### src/rtl/abs_diff_pkg.sv
// Shared types and width derivations for the abs_diff block-metric stages.
package abs_diff_pkg;

    localparam int DIFF_W_DEF = 5;

    typedef enum logic {
        ST_ACCUM = 1'b0,
        ST_HOLD  = 1'b1
    } state_t;

    // Sized so that block_len samples of (2^diff_w - 1) can never overflow.
    function automatic int acc_width(input int diff_w, input int block_len);
        return diff_w + $clog2(block_len);
    endfunction

    function automatic int cnt_width(input int block_len);
        return $clog2(block_len + 1);
    endfunction

endpackage

### src/rtl/abs_diff_sad_out_reg.sv
// Output holding register with valid/ready handshake for block-metric results.
module abs_diff_sad_out_reg #(
    parameter int ACC_W = 9,
    parameter int CNT_W = 5
) (
    input  logic             clk,
    input  logic             rst,
    input  logic             load,
    input  logic [ACC_W-1:0] load_sum,
    input  logic [CNT_W-1:0] load_count,
    input  logic             out_ready,
    output logic             out_valid,
    output logic [ACC_W-1:0] out_sum,
    output logic [CNT_W-1:0] out_count
);

    // NOTE: sequential state uses non-blocking assignments so every register
    // samples the pre-edge values, independent of block ordering.
    always_ff @(posedge clk) begin
        if (rst) begin
            out_valid <= 1'b0;
            out_sum   <= '0;
            out_count <= '0;
        end else if (load) begin
            out_valid <= 1'b1;
            out_sum   <= load_sum;
            out_count <= load_count;
        end else if (out_valid && out_ready) begin
            out_valid <= 1'b0;
        end
    end

endmodule

### src/rtl/abs_diff_sad_acc.sv
// Streaming SAD accumulator: sums BLOCK_LEN |a-b| samples per block and holds the result.
module abs_diff_sad_acc
    import abs_diff_pkg::*;
#(
    parameter int DIFF_W    = DIFF_W_DEF,
    parameter int BLOCK_LEN = 16,
    parameter int ACC_W     = acc_width(DIFF_W, BLOCK_LEN),
    parameter int CNT_W     = cnt_width(BLOCK_LEN)
) (
    input  logic              clk,
    input  logic              rst,
    input  logic              in_valid,
    output logic              in_ready,
    input  logic [DIFF_W-1:0] in_diff,
    input  logic              flush,
    output logic              out_valid,
    input  logic              out_ready,
    output logic [ACC_W-1:0]  out_sum,
    output logic [CNT_W-1:0]  out_count
);

    state_t           state;
    logic [ACC_W-1:0] acc;
    logic [CNT_W-1:0] cnt;
    logic [ACC_W-1:0] acc_next;
    logic [CNT_W-1:0] cnt_next;
    logic             accept;
    logic             close;

    assign in_ready = (state == ST_ACCUM);
    assign accept   = in_valid && in_ready;
    assign acc_next = accept ? acc + ACC_W'(in_diff) : acc;
    assign cnt_next = accept ? cnt + CNT_W'(1) : cnt;

    // A flush on an empty block is dropped so no zero-sample result is emitted.
    assign close = in_ready &&
                   ((accept && (cnt == CNT_W'(BLOCK_LEN - 1))) ||
                    (flush && ((cnt != '0) || accept)));

    always_ff @(posedge clk) begin
        if (rst) begin
            state <= ST_ACCUM;
            acc   <= '0;
            cnt   <= '0;
        end else begin
            case (state)
                ST_ACCUM: begin
                    if (close) begin
                        state <= ST_HOLD;
                        acc   <= '0;
                        cnt   <= '0;
                    end else begin
                        acc <= acc_next;
                        cnt <= cnt_next;
                    end
                end
                ST_HOLD: begin
                    if (out_ready) state <= ST_ACCUM;
                end
                default: state <= ST_ACCUM;
            endcase
        end
    end

    abs_diff_sad_out_reg #(
        .ACC_W(ACC_W),
        .CNT_W(CNT_W)
    ) u_out_reg (
        .clk       (clk),
        .rst       (rst),
        .load      (close),
        .load_sum  (acc_next),
        .load_count(cnt_next),
        .out_ready (out_ready),
        .out_valid (out_valid),
        .out_sum   (out_sum),
        .out_count (out_count)
    );

endmodule
### config.mk
export PLATFORM = sky130hd
export DESIGN_NAME = abs_diff_sad_acc
export DESIGN_NICKNAME = d
export VERILOG_FILES = /design/src/rtl/abs_diff_pkg.sv /design/src/rtl/abs_diff_sad_out_reg.sv /design/src/rtl/abs_diff_sad_acc.sv
export SDC_FILE = /design/constraint.sdc
export NUM_CORES = 1
export LEC_CHECK = 0
export BUFFER_PORTS_ARGS = -buffer_cell sky130_fd_sc_hd__buf_2
export CAP_MARGIN = 0
export CORE_MARGIN = 8
export CORE_UTILIZATION = 55
export CTS_BUF_LIST = sky130_fd_sc_hd__clkbuf_4 sky130_fd_sc_hd__clkbuf_8
export DETAILED_ROUTE_END_ITERATION = 8
export PLACE_DENSITY_LB_ADDON = 0.15
export SYNTH_ARGS = -nofsm -noshare
export SYNTH_HDL_FRONTEND = slang
export SYNTH_HIERARCHICAL = 1
export SYNTH_SLANG_ARGS = --single-unit
### constraint.sdc
create_clock -name clk -period 2.5 [get_ports clk]
set_input_delay 0.25 -clock clk [delete_from_list [all_inputs] [get_ports clk]]
set_output_delay 0.25 -clock clk [all_outputs]
set_load 0.005 [all_outputs]
Yosys cells after proc, flatten, opt, wreduce, memory -nomap -nowiden
Index checks and enable logic that the tools add are counted.

Flip-flop bits (word level): 30. Bits in latches: 0. RAM bits: 0. ROM bits: 0. Input bits: 10. Output and inout bits: 16. Logic and storage cells: 28. Memories kept: 0.

$add $sub $neg: 2. Multipliers: 0. Divide/modulo/power cells: 0. Order comparisons: 0. Eq/ne operators: 1. Shift-type cells: 0. Muxes and demuxes: 9. Bitwise gates (word level): 1. Reduce and logical (&&, ||, !) cells: 9.

Operators with widths (count): two-way mux 9 bit (2); two-way mux 5 bit (2); adder 9 x 5 -> 9 bit (1); adder 5 x 1 -> 5 bit, second input constant (1); == test 5 x 4 -> 1 bit, second input constant (1); logical AND 1 bit (5); nonzero test 5 bit (1); two-way mux 1 bit (4); logical OR 1 bit (2); one-hot mux 1 bit (2 select lines) (1); nonzero test 2 bit (1); NOT 1 bit (1).

Logic depth before layout (Yosys ltp)
Gate-level depths: netlist (run 1).

Depth after elaboration: 8. Mapped depth: 10. Mapped depth without buffers: 8.

Modules after synthesis
Netlist (run 1), hierarchy kept.

Modules (own cells, without submodules): abs_diff_sad_acc (times used 1, cells each 129, area an instance 1096.1 µm², seq. area each 300.3 µm²); abs_diff_sad_out_reg (times used 1, cells each 49, area an instance 544.3 µm², seq. area each 300.3 µm²).

Least setup slack after synthesis (run 1)
OpenSTA, ideal clock, no wires.

Path kind: reg2reg. Start point: reg cnt[1]. End point: reg acc[6]. Setup time: 0.079 ns. Data arrival time: 1.841 ns. Required time: 2.421 ns. Slack: 0.579 ns. Stages on the path, launching flop included: 8. Path buffers: 0. Clock period less this slack: 1.921 ns. Cells stage by stage: dfxtp_1 > ha_1 > and3_2 > ha_1 > o21a_1 > a211o_1 > or3_1 > o221ai_2.

Word-level cells in the longest chain between the ends: 6. Elaborated cells on any way between the ends: 8. Those cells by class: eq/ne: 1; mux: 1; reduce/logical: 6.

Ends and longest elaborated chain: start, declared (RTL line abs_diff_sad_acc.sv:24) `logic [CNT_W-1:0] cnt;`; start signal, assigned (RTL line abs_diff_sad_acc.sv:54) `cnt <= cnt_next;`; nonzero test 5 bit (RTL line abs_diff_sad_acc.sv:38) `(flush && ((cnt != '0) || accept)));`; logical OR 1 bit (RTL line abs_diff_sad_acc.sv:38); logical AND 1 bit (RTL line abs_diff_sad_acc.sv:38); logical OR 1 bit * (RTL line abs_diff_sad_acc.sv:37) `((accept && (cnt == CNT_W'(BLOCK_LEN - 1))) ||`; logical AND 1 bit * (RTL line abs_diff_sad_acc.sv:36) `assign close = in_ready &&`; two-way mux 9 bit * (RTL line abs_diff_sad_acc.sv:48) `if (close) begin`; end signal, assigned (RTL line abs_diff_sad_acc.sv:53) `acc <= acc_next;`; end, declared (RTL line abs_diff_sad_acc.sv:23) `logic [ACC_W-1:0] acc;`.

Every way passes the cells marked *; elsewhere a longest branch is shown, timed or not. A chain may end at the register's enable or synchronous reset.

Worst setup path after layout (run 1)
Start point: reg cnt[1]. End point: reg u_out_reg.out_count[3].

Word-level cells in the longest chain between the ends: 5. Elaborated cells on any way between the ends: 9. Those cells by class: add/sub: 1; eq/ne: 1; mux: 1; reduce/logical: 6.

Ends and longest elaborated chain: nonzero test 5 bit (RTL line abs_diff_sad_acc.sv:38); logical OR 1 bit (RTL line abs_diff_sad_acc.sv:38); logical AND 1 bit (RTL line abs_diff_sad_acc.sv:38); logical OR 1 bit * (RTL line abs_diff_sad_acc.sv:37); logical AND 1 bit * (RTL line abs_diff_sad_acc.sv:36); net close (RTL line abs_diff_sad_acc.sv:28) `logic close;`; end signal, assigned (RTL line abs_diff_sad_out_reg.sv:27) `out_count <= load_count;`; end, declared (RTL line abs_diff_sad_out_reg.sv:14) `output logic [CNT_W-1:0] out_count`.

The timed path passes the listed nets; every way through them passes the cells marked *.

==> results of run 1 <==
[worst max-delay path: stages (launching register included)]
cell     delay [ns]
dfxtp_1        0.40
ha_1           0.19
and3_2         0.18
ha_1           0.13
o21a_1         0.15
a21oi_1        0.06
nor2_2         0.41
buf_4          0.30
mux2i_1        0.22
nor2_1         0.05
[stage by stage]
step	area, µm²	total power [mW]	std cells	hold WS [ns]
after floorplan	1640	0.695	178	0.319
after global placement	1780	0.746	232	0.448
after detailed placement	1780	0.758	232	0.457
after CTS	1850	1.07	240	0.0929
after global routing	1850	1.12	240	0.0973
final	1850	1.06	240	0.108
[worst max path at each step]
stage	cells after the start	slack, ns	endpoint	start
after global routing	9	0.1	u_out_reg/out_count[3]$_SDFFE_PP0P_	cnt[1]$_SDFFE_PP0N_
after global placement	9	0.20	u_out_reg/out_count[3]$_SDFFE_PP0P_	cnt[1]$_SDFFE_PP0N_
after CTS	9	0.05	u_out_reg/out_count[3]$_SDFFE_PP0P_	cnt[1]$_SDFFE_PP0N_
after detailed placement	9	0.08	u_out_reg/out_count[3]$_SDFFE_PP0P_	cnt[1]$_SDFFE_PP0N_
final	9	0.27	u_out_reg/out_count[3]$_SDFFE_PP0P_	cnt[1]$_SDFFE_PP0N_
after floorplan	7	0.58	acc[6]$_SDFFE_PP0N_	cnt[1]$_SDFFE_PP0N_
[where the power goes]
group          switching (mW)  internal (mW)
sequential             0.0203          0.499
combinational           0.128          0.100
clock                   0.170          0.147
total                   0.318          0.746
[state kept, by name, indices dropped and copies added, names as in the netlist]
| signal | count |
|---|---|
| state | 1 |
| u_out_reg/out_count | 5 |
| cnt | 5 |
| acc | 9 |
| u_out_reg/out_valid | 1 |
| u_out_reg/out_sum | 9 |
[what timing repair did]
action                     4_1_cts  5_1_grt
setup buffers                    0        0
resized for setup                0        1
setup endpoints to repair        0        8
[logic make-up (layout without fill, tap and decap cells)]
group | count (synthesis) | in the layout | share of synthesized area
AND/OR/NAND/NOR | 59 | 59 | 0.178
buffers and inverters | 18 | 47 | 0.0572
flip-flops | 30 | 30 | 0.366
adder cells (fa/ha/maj) | 9 | 9 | 0.0732
multiplexers | 20 | 20 | 0.125
AO/OA/AOI/OAI | 35 | 35 | 0.162
XOR/XNOR | 7 | 7 | 0.0374
[synth_stat cells (2+ instances only)]
cell type	instances	share of area
a211o_2	2	0.012
a211oi_1	3	0.014
a21oi_1	8	0.024
a22oi_1	6	0.027
a311o_2	2	0.014
a31oi_1	2	0.0076
buf_2	2	0.0061
clkbuf_1	5	0.011
dfxtp_1	30	0.37
ha_1	8	0.061
inv_1	9	0.021
mux2_2	4	0.027
mux2i_1	16	0.098
nand2_1	11	0.025
nand2b_1	4	0.015
nand3_1	5	0.015
nand3b_1	2	0.0092
nand4_1	3	0.011
nor2_1	23	0.053
o21a_1	2	0.0092
o21ai_0	2	0.0061
o221ai_2	2	0.018
or3_1	2	0.0076
xnor2_1	6	0.032
[metal layers]
layer	vias to the layer above	global-route usage	part of all wire
li1	685	-	-
met1	662	0.171	0.46
met2	31	0.247	0.48
met3	5	0.0537	0.056
met4	0	0.0531	0.0084
met5	-	0	0
[final cells by class]
class	count	area, µm²	area share
timing repair buffer	30	163	0.0879
clock buffer	7	58.8	0.0318
clock inverter	1	5.00	0.00270
inverter	9	33.8	0.0183
tap	33	41.3	0.0223
sequential	30	601	0.325
multi-input combinational	130	948	0.513
==> results.py, run 1 <==
metrics = {
    "status": {
        "status": "completed",
    },
    "timing": {
        "min_period_ns": 2.23,
        "rsz0062_at_grt": "no",
        "setup-tns-final_ns": 0,
        "slew_headroom": 0.563,
        "worst_pin_slew_ns": 0.655,
        "min_period_over_period": 0.890,
        "finalMaxSlewViolations": 0,
        "fmax_mhz": 449,
        "hold_viol": 0,
        "setup_viol": 0,
        "fin_ws_ns": 0.274,
        "skew_ns": 0.0136,
    },
    "hold_path": {
        "whs_path_depth": 2,
        "hp-start": "out_ready",
        "hold_class": "input port to register",
        "min_to": "state$_SDFF_PP0_",
    },
    "yosys": {
        "yosysWarnings": 6,
        "syn-num-nets": 197,
        "synth-seq-area-share": 0.366,
        "syn_inst": 178,
        "ys.flop_type": "dfxtp_1",
        "synth_edf_count": 0,
        "synthArstFlopShare": 0,
        "syn_area_um2": 1640,
        "synth_area_per_cell_um2": 9.22,
        "synth_cell_types": 43,
        "ys_ff_latch": 30,
    },
    "place": {
        "port_buffers": 25,
        "gp_congestion": 0.761,
        "dpl_worst_slack_ns": 0.0785,
        "dp_hpwl_mm": 2.72,
    },
    "clock_network": {
        "numClockSinks": 30,
        "ctsHoldBuffers": 0,
        "cts.path.max_buffers": 2,
        "numCtsBuffers": 5,
        "cts_max_level": 2,
        "cts.root.buffer_cell": "clkbuf_4",
        "clk_pin_slew_ns": 0.10,
        "clk_latency_ns": 0.33,
        "cts_tree": "built",
    },
    "power": {
        "p_leak_nw": 0.792,
        "vdd_drop_max_uv": 419,
        "p_per_area_nw_per_um2": 575,
    },
    "floorplanning": {
        "die_w_um": 70.6,
        "die_h_um": 70.6,
        "fp.dieArea_um2": 4990,
        "io_pins": 26,
        "initial_core_util": 0.556,
        "placementRows": 20,
        "coreArea_um2": 2950,
    },
    "drt": {
        "ant_nets": 0,
        "drc": 0,
        "via_per_inst": 5.76,
        "num_vias": 1383,
        "totalWireLength_mm": 3.70,
        "dr.first_iter.drc_count": 73,
        "drt_pass1_iterations": 4,
        "wire_per_inst_um": 15.4,
    },
    "final_layout": {
        "diodes": 0,
        "synthToLayoutAreaGrowth_pct": 12.8,
        "final_cell_mix": "dfxtp_1, buf_2, nor2_1",
        "drive_above_1_share": 0.251,
        "final_util": 0.627,
        "final_common_cell": "dfxtp_1",
        "fin_nets": 225,
        "nFillCells": 262,
    },
    "global_route": {
        "grt_pass1_wl_mm": 5.97,
        "grt_pass1_vias": 1318,
        "antenna_found_initial": 0,
        "grt_overflow": 0,
        "grt_max_degree": 36,
        "grt_use_total": 0.149,
    },
    "worst_setup_path": {
        "crit_path_max_fanout": 9,
        "endpoint_kind": "register",
        "r2r_start": "cnt[1]$_SDFFE_PP0N_",
        "worst_r2r_path_depth": 9,
        "worstReg2RegEnd": "u_out_reg/out_count[3]$_SDFFE_PP0P_",
        "critPathArrivalTime_ns": 2.42,
        "cp_data_required_time_ns": 2.69,
        "crit_path_start_kind": "register",
        "critPathKind": "register to register",
        "r2r_slack_ns": 0.27,
    },
    "run": {
        "timing.max_cap.violations": 0,
    },
}
Power figures use the tool's default switching activity.
==> run 2: changes to the inputs <==
==> constraint.sdc (replaced) <==
create_clock -name clk -period 2.7 [get_ports clk]
set_input_delay 0.27 -clock clk [delete_from_list [all_inputs] [get_ports clk]]
set_output_delay 0.27 -clock clk [all_outputs]
set_load 0.005 [all_outputs]
==> run 2 against run 1 <==
Die area did not move. Via count fell by 1.8%. Clock power fell by 17%. Largest cell class unchanged. Sequential power fell by 8.7%. Flip-flop and latch count did not move. Largest power group unchanged. Worst setup slack improved by 0.034 ns.
==> results.py, run 2 (same netlist as run 1, synthesis figures left out) <==
metrics = {
    "status": {
        "status": "completed",
    },
    "drt": {
        "dr.first_iter.drc_count": 131,
        "via_per_inst": 5.73,
        "drc": 0,
        "wire_per_inst_um": 14.6,
        "drt_pass1_iterations": 6,
        "totalWireLength_mm": 3.47,
        "ant_nets": 0,
        "num_vias": 1358,
    },
    "hold_path": {
        "hp-start": "out_ready",
        "min_to": "state$_SDFF_PP0_",
        "hold_class": "input port to register",
        "whs_path_depth": 2,
    },
    "worst_setup_path": {
        "critPathKind": "register to register",
        "worst_path_max_delay_cell": "nor2_1",
        "max_stage_delay_ns": 0.59,
        "r2r_start": "cnt[1]$_SDFFE_PP0N_",
        "crit_path_start_kind": "register",
        "worstReg2RegEnd": "u_out_reg/out_sum[4]$_SDFFE_PP0P_",
        "worst_r2r_path_depth": 9,
        "crit_path_max_fanout": 9,
        "cp_cell_sequence": "ha_1, and3_2, ha_1, o21a_1, a21oi_1, nor2_1, buf_4, mux2i_1, nor2_1",
        "cp_data_required_time_ns": 2.89,
        "endpoint_kind": "register",
        "critPathArrivalTime_ns": 2.58,
        "r2r_slack_ns": 0.31,
    },
    "timing": {
        "hold_viol": 0,
        "setup_viol": 0,
        "worst_pin_slew_ns": 1.12,
        "fmax_mhz": 418,
        "slew_headroom": 0.251,
        "min_period_ns": 2.39,
        "min_period_over_period": 0.886,
        "finalMaxSlewViolations": 0,
        "rsz0062_at_grt": "no",
        "setup-tns-final_ns": 0,
        "skew_ns": 0.0147,
    },
    "global_route": {
        "antenna_found_initial": 0,
        "grt_use_total": 0.147,
        "grt_overflow": 0,
        "grt_max_degree": 36,
        "grt_pass1_wl_mm": 5.90,
        "grt_pass1_vias": 1361,
    },
    "clock_network": {
        "clk_pin_slew_ns": 0.09,
        "numClockSinks": 30,
        "clk_latency_ns": 0.33,
        "cts_resized": 0,
        "ctsHoldBuffers": 0,
        "cts.root.buffer_cell": "clkbuf_4",
        "cts_setup_buffers": 0,
        "cts_max_level": 2,
        "cts_tree": "built",
        "cts.path.max_buffers": 2,
        "numCtsBuffers": 5,
    },
    "final_layout": {
        "fin_nets": 223,
        "diodes": 0,
        "final_common_cell": "dfxtp_1",
        "final_util": 0.617,
        "synthToLayoutAreaGrowth_pct": 11.1,
        "final_cell_mix": "dfxtp_1, buf_2, nor2_1",
        "reg.largest.list": "acc: 9 flops, u_out_reg/out_sum: 9 flops",
        "drive_above_1_share": 0.235,
    },
    "floorplanning": {
        "die_w_um": 70.6,
        "io_pins": 26,
        "die_h_um": 70.6,
        "initial_core_util": 0.556,
        "coreArea_um2": 2950,
        "fp.dieArea_um2": 4990,
        "placementRows": 20,
    },
    "power": {
        "vdd_drop_max_uv": 292,
        "p_per_area_nw_per_um2": 520,
        "p_leak_nw": 0.776,
    },
    "place": {
        "port_buffers": 25,
        "gp_congestion": 0.863,
        "dp_hpwl_mm": 2.58,
    },
    "run": {
        "timing.max_cap.violations": 0,
    },
}
[run 2: per-stage QoR]
step                std cells  hold WS (ns)  total power [mW]  cell area (µm²)  worst slack, ns
CTS                       237         0.119             0.956             1820            0.286
detailed placement        230         0.466             0.692             1770            0.292
finish                    237         0.127             0.946             1820            0.308
global placement          230         0.457             0.685             1770            0.383
floorplan                 178         0.339             0.644             1640            0.779
global route              237         0.115             0.996             1820            0.112
[run 2: worst max-delay path by stage]
| stage | startpoint | to | slack (ns) |
|---|---|---|---|
| floorplan | cnt[1]$_SDFFE_PP0N_ | acc[6]$_SDFFE_PP0N_ | 0.78 |
| global placement | in_valid | u_out_reg/out_sum[8]$_SDFFE_PP0P_ | 0.38 |
| detailed placement | cnt[1]$_SDFFE_PP0N_ | u_out_reg/out_sum[4]$_SDFFE_PP0P_ | 0.29 |
| CTS | cnt[1]$_SDFFE_PP0N_ | u_out_reg/out_sum[4]$_SDFFE_PP0P_ | 0.29 |
| global route | cnt[1]$_SDFFE_PP0N_ | u_out_reg/out_count[2]$_SDFFE_PP0P_ | 0.11 |
| finish | cnt[1]$_SDFFE_PP0N_ | u_out_reg/out_sum[4]$_SDFFE_PP0P_ | 0.31 |
[run 2: layout make-up]
class                           count  area, µm²
Fill cell                         261       1130
Multi-Input combinational cell    130        946
Sequential cell                    30        601
Timing Repair Buffer               28        148
Clock buffer                        7       52.6
Tap cell                           33       41.3
Inverter                            9       33.8
[run 2: critical path, delay by kind of cell, from the launching register on]
family	cells	cell delay [ns]
flops	1	0.39
buf+inv	1	0.32
simple gates	3	0.83
compound gates	2	0.19
mux	1	0.22
fa+ha+maj	2	0.31
[run 2: per-layer routing]
layer / up-vias / GRT usage / wire, µm
met5: - / 0 / 0
met3: 7 / 0.0523 / 146
met2: 22 / 0.243 / 1650
li1: 687 / - / -
met1: 642 / 0.165 / 1620
met4: 0 / 0.0670 / 57
[run 2: report_power, final]
part | switching [mW] | internal (mW)
Clock | 0.145 | 0.118
Sequential | 0.0132 | 0.462
Combinational | 0.120 | 0.0880
Total | 0.278 | 0.668
==> run 3: changes to the inputs <==
--- a/config.mk
+++ b/config.mk
@@ -10,9 +10,9 @@
 export CORE_MARGIN = 8
 export CORE_UTILIZATION = 55
 export CTS_BUF_LIST = sky130_fd_sc_hd__clkbuf_4 sky130_fd_sc_hd__clkbuf_8
+export CTS_CLUSTER_DIAMETER = 40
 export DETAILED_ROUTE_END_ITERATION = 8
 export PLACE_DENSITY_LB_ADDON = 0.15
 export SYNTH_ARGS = -nofsm -noshare
 export SYNTH_HDL_FRONTEND = slang
-export SYNTH_HIERARCHICAL = 1
 export SYNTH_SLANG_ARGS = --single-unit
==> run 3 against run 2 <==
Power grew 6.8%. Register-to-register slack improved by 0.27 ns. Clock skew rose by 0.0013 ns. Final cell count increased by 5.5%. Largest cell class unchanged.
==> results.py, run 3 <==
metrics = {
    "status": {
        "status": "completed",
    },
    "yosys": {
        "synth_most_common_cell": "dfxtp_1",
        "synth_cell_types": 52,
        "ys.flop_type": "dfxtp_1",
        "synth_top_area_share": 0.367,
        "synth_edf_count": 0,
        "syn_area_um2": 1640,
        "synthTopCellsByCount": "dfxtp_1, nand2_1, a21oi_1",
        "synth_top_area_cell": "dfxtp_1",
        "yosysWarnings": 0,
        "syn-num-nets": 212,
        "ys_ff_latch": 30,
        "synthArstFlopShare": 0,
        "synth_top_cells_by_area": "dfxtp_1, ha_1, nand2_1, a21oi_1, nor3_1",
        "synth-seq-area-share": 0.367,
        "synth_area_per_cell_um2": 8.49,
        "syn_inst": 193,
    },
    "clock_network": {
        "cts_max_level": 2,
        "ctsHoldBuffers": 0,
        "numCtsBuffers": 5,
        "numClockSinks": 30,
        "clk_pin_slew_ns": 0.10,
        "cts.root.buffer_cell": "clkbuf_4",
        "clk_latency_ns": 0.32,
        "cts_tree": "built",
        "cts_setup_buffers": 0,
        "cts_resized": 0,
        "cts.path.max_buffers": 2,
    },
    "final_layout": {
        "seq_area_um2": 601,
        "final_cell_mix": "dfxtp_1, nand2_1, buf_2",
        "nFillCells": 259,
        "synthToLayoutAreaGrowth_pct": 11.7,
        "diodes": 0,
        "instances_no_fill": 250,
        "final_util": 0.619,
        "reg.largest.list": "acc: 9 flops, u_out_reg.out_sum: 9 flops",
        "final_common_cell": "dfxtp_1",
        "multi_input_area_um2": 935,
        "fin_area_um2": 1830,
        "fin_nets": 235,
        "drive_above_1_share": 0.203,
    },
    "place": {
        "port_buffers": 25,
        "dp_hpwl_mm": 2.64,
        "post-place-cells": 242,
        "place_area_um2": 1770,
        "gp_congestion": 0.888,
        "dpl_worst_slack_ns": 0.604,
    },
    "drt": {
        "drt_pass1_iterations": 4,
        "num_vias": 1482,
        "via_per_inst": 5.93,
        "totalWireLength_mm": 3.70,
        "wire_per_inst_um": 14.8,
        "ant_nets": 0,
        "drc": 0,
        "dr.first_iter.drc_count": 77,
    },
    "power": {
        "p_per_area_nw_per_um2": 552,
        "p_leak_nw": 0.735,
        "vdd_drop_max_uv": 452,
        "total_power_mw": 1.01,
    },
    "timing": {
        "finalMaxSlewViolations": 0,
        "skew_ns": 0.0160,
        "fin_ws_ns": 0.576,
        "rsz0062_at_grt": "no",
        "worst_pin_slew_ns": 0.613,
        "min_period_ns": 2.12,
        "fmax_mhz": 471,
        "holdWs_ns": 0.147,
        "setup-tns-final_ns": 0,
        "min_period_over_period": 0.787,
        "slew_headroom": 0.589,
        "hold_viol": 0,
        "setup_viol": 0,
    },
    "worst_setup_path": {
        "critPathArrivalTime_ns": 2.38,
        "cp_data_required_time_ns": 2.95,
        "crit_path_start_kind": "register",
        "endpoint_kind": "register",
        "crit_path_max_fanout": 15,
        "critPathKind": "register to register",
    },
    "floorplanning": {
        "die_w_um": 70.6,
        "io_pins": 26,
        "die_h_um": 70.6,
        "initial_core_util": 0.555,
        "placementRows": 20,
        "fp.dieArea_um2": 4980,
        "coreArea_um2": 2950,
    },
    "global_route": {
        "grt_max_degree": 28,
        "grt_pass1_wl_mm": 6.58,
        "antenna_found_initial": 0,
        "grt_overflow": 0,
        "grt_use_total": 0.160,
        "grt_pass1_vias": 1457,
    },
    "run": {
        "timing.max_cap.violations": 0,
    },
    "hold_path": {
        "hold_class": "input port to register",
    },
}
run 3: changes by cell type after synthesis, sizes merged, moves of 6 or more:
cell,previous run,this run
nor3,1,10
mux2i,16,0
nor2,23,10
o21ai,2,9
a21oi,8,14
nand2,11,26
run 3: cell type report:
class                      instances  area share
multi-input combinational        140       0.511
sequential                        30       0.328
timing repair buffer              28      0.0807
clock buffer                       7      0.0321
inverter                          11      0.0226
tap                               33      0.0226
clock inverter                     1     0.00274
run 3: cells by family (layout without fill, tap and decap cells):
group,Yosys count,after routing,share of synthesized area
AO/OA/AOI/OAI,57,57,0.260
XOR/XNOR,3,3,0.0160
adder cells (fa/ha/maj),9,9,0.0733
buffers and inverters,23,47,0.0626
flip-flops,30,30,0.367
multiplexers,2,2,0.0137
AND/OR/NAND/NOR,69,69,0.208
run 3: final timing paths:
kind / start / to / slack (ns) / depth (start not counted)
worst max-delay path: cnt[0]$_SDFFE_PP0N_ / acc[6]$_SDFFE_PP0N_ / 0.58 / 7
worst min-delay path: out_ready / state$_SDFF_PP0_ / 0.15 / 2
worst max register to register: cnt[0]$_SDFFE_PP0N_ / acc[6]$_SDFFE_PP0N_ / 0.58 / 7
worst min register to register: u_out_reg.out_sum[2]$_SDFFE_PP0P_ / u_out_reg.out_sum[2]$_SDFFE_PP0P_ / 0.47 / 2
run 3: power by group:
group | switching [mW] | internal, mW
Combinational | 0.132 | 0.0906
Clock | 0.155 | 0.136
Sequential | 0.0222 | 0.474
run 3: metal layers:
metal | GRT usage | wire length (µm) | vias up | share of wire
met2 | 0.243 | 1630 | 29 | 0.44
met4 | 0.0808 | 78 | 0 | 0.021
met5 | 0 | 0 | - | 0
met3 | 0.0508 | 179 | 11 | 0.048
met1 | 0.197 | 1810 | 685 | 0.49
li1 | - | - | 757 | -
run 3: worst max-delay path, cell delays in order (launching register included):
cell and delay (ns):
dfxtp_1 0.36, ha_1 0.24, and3_1 0.19, ha_1 0.19, a21oi_2 0.25, a22o_4 0.27
or4b_1 0.44, a21oi_1 0.12
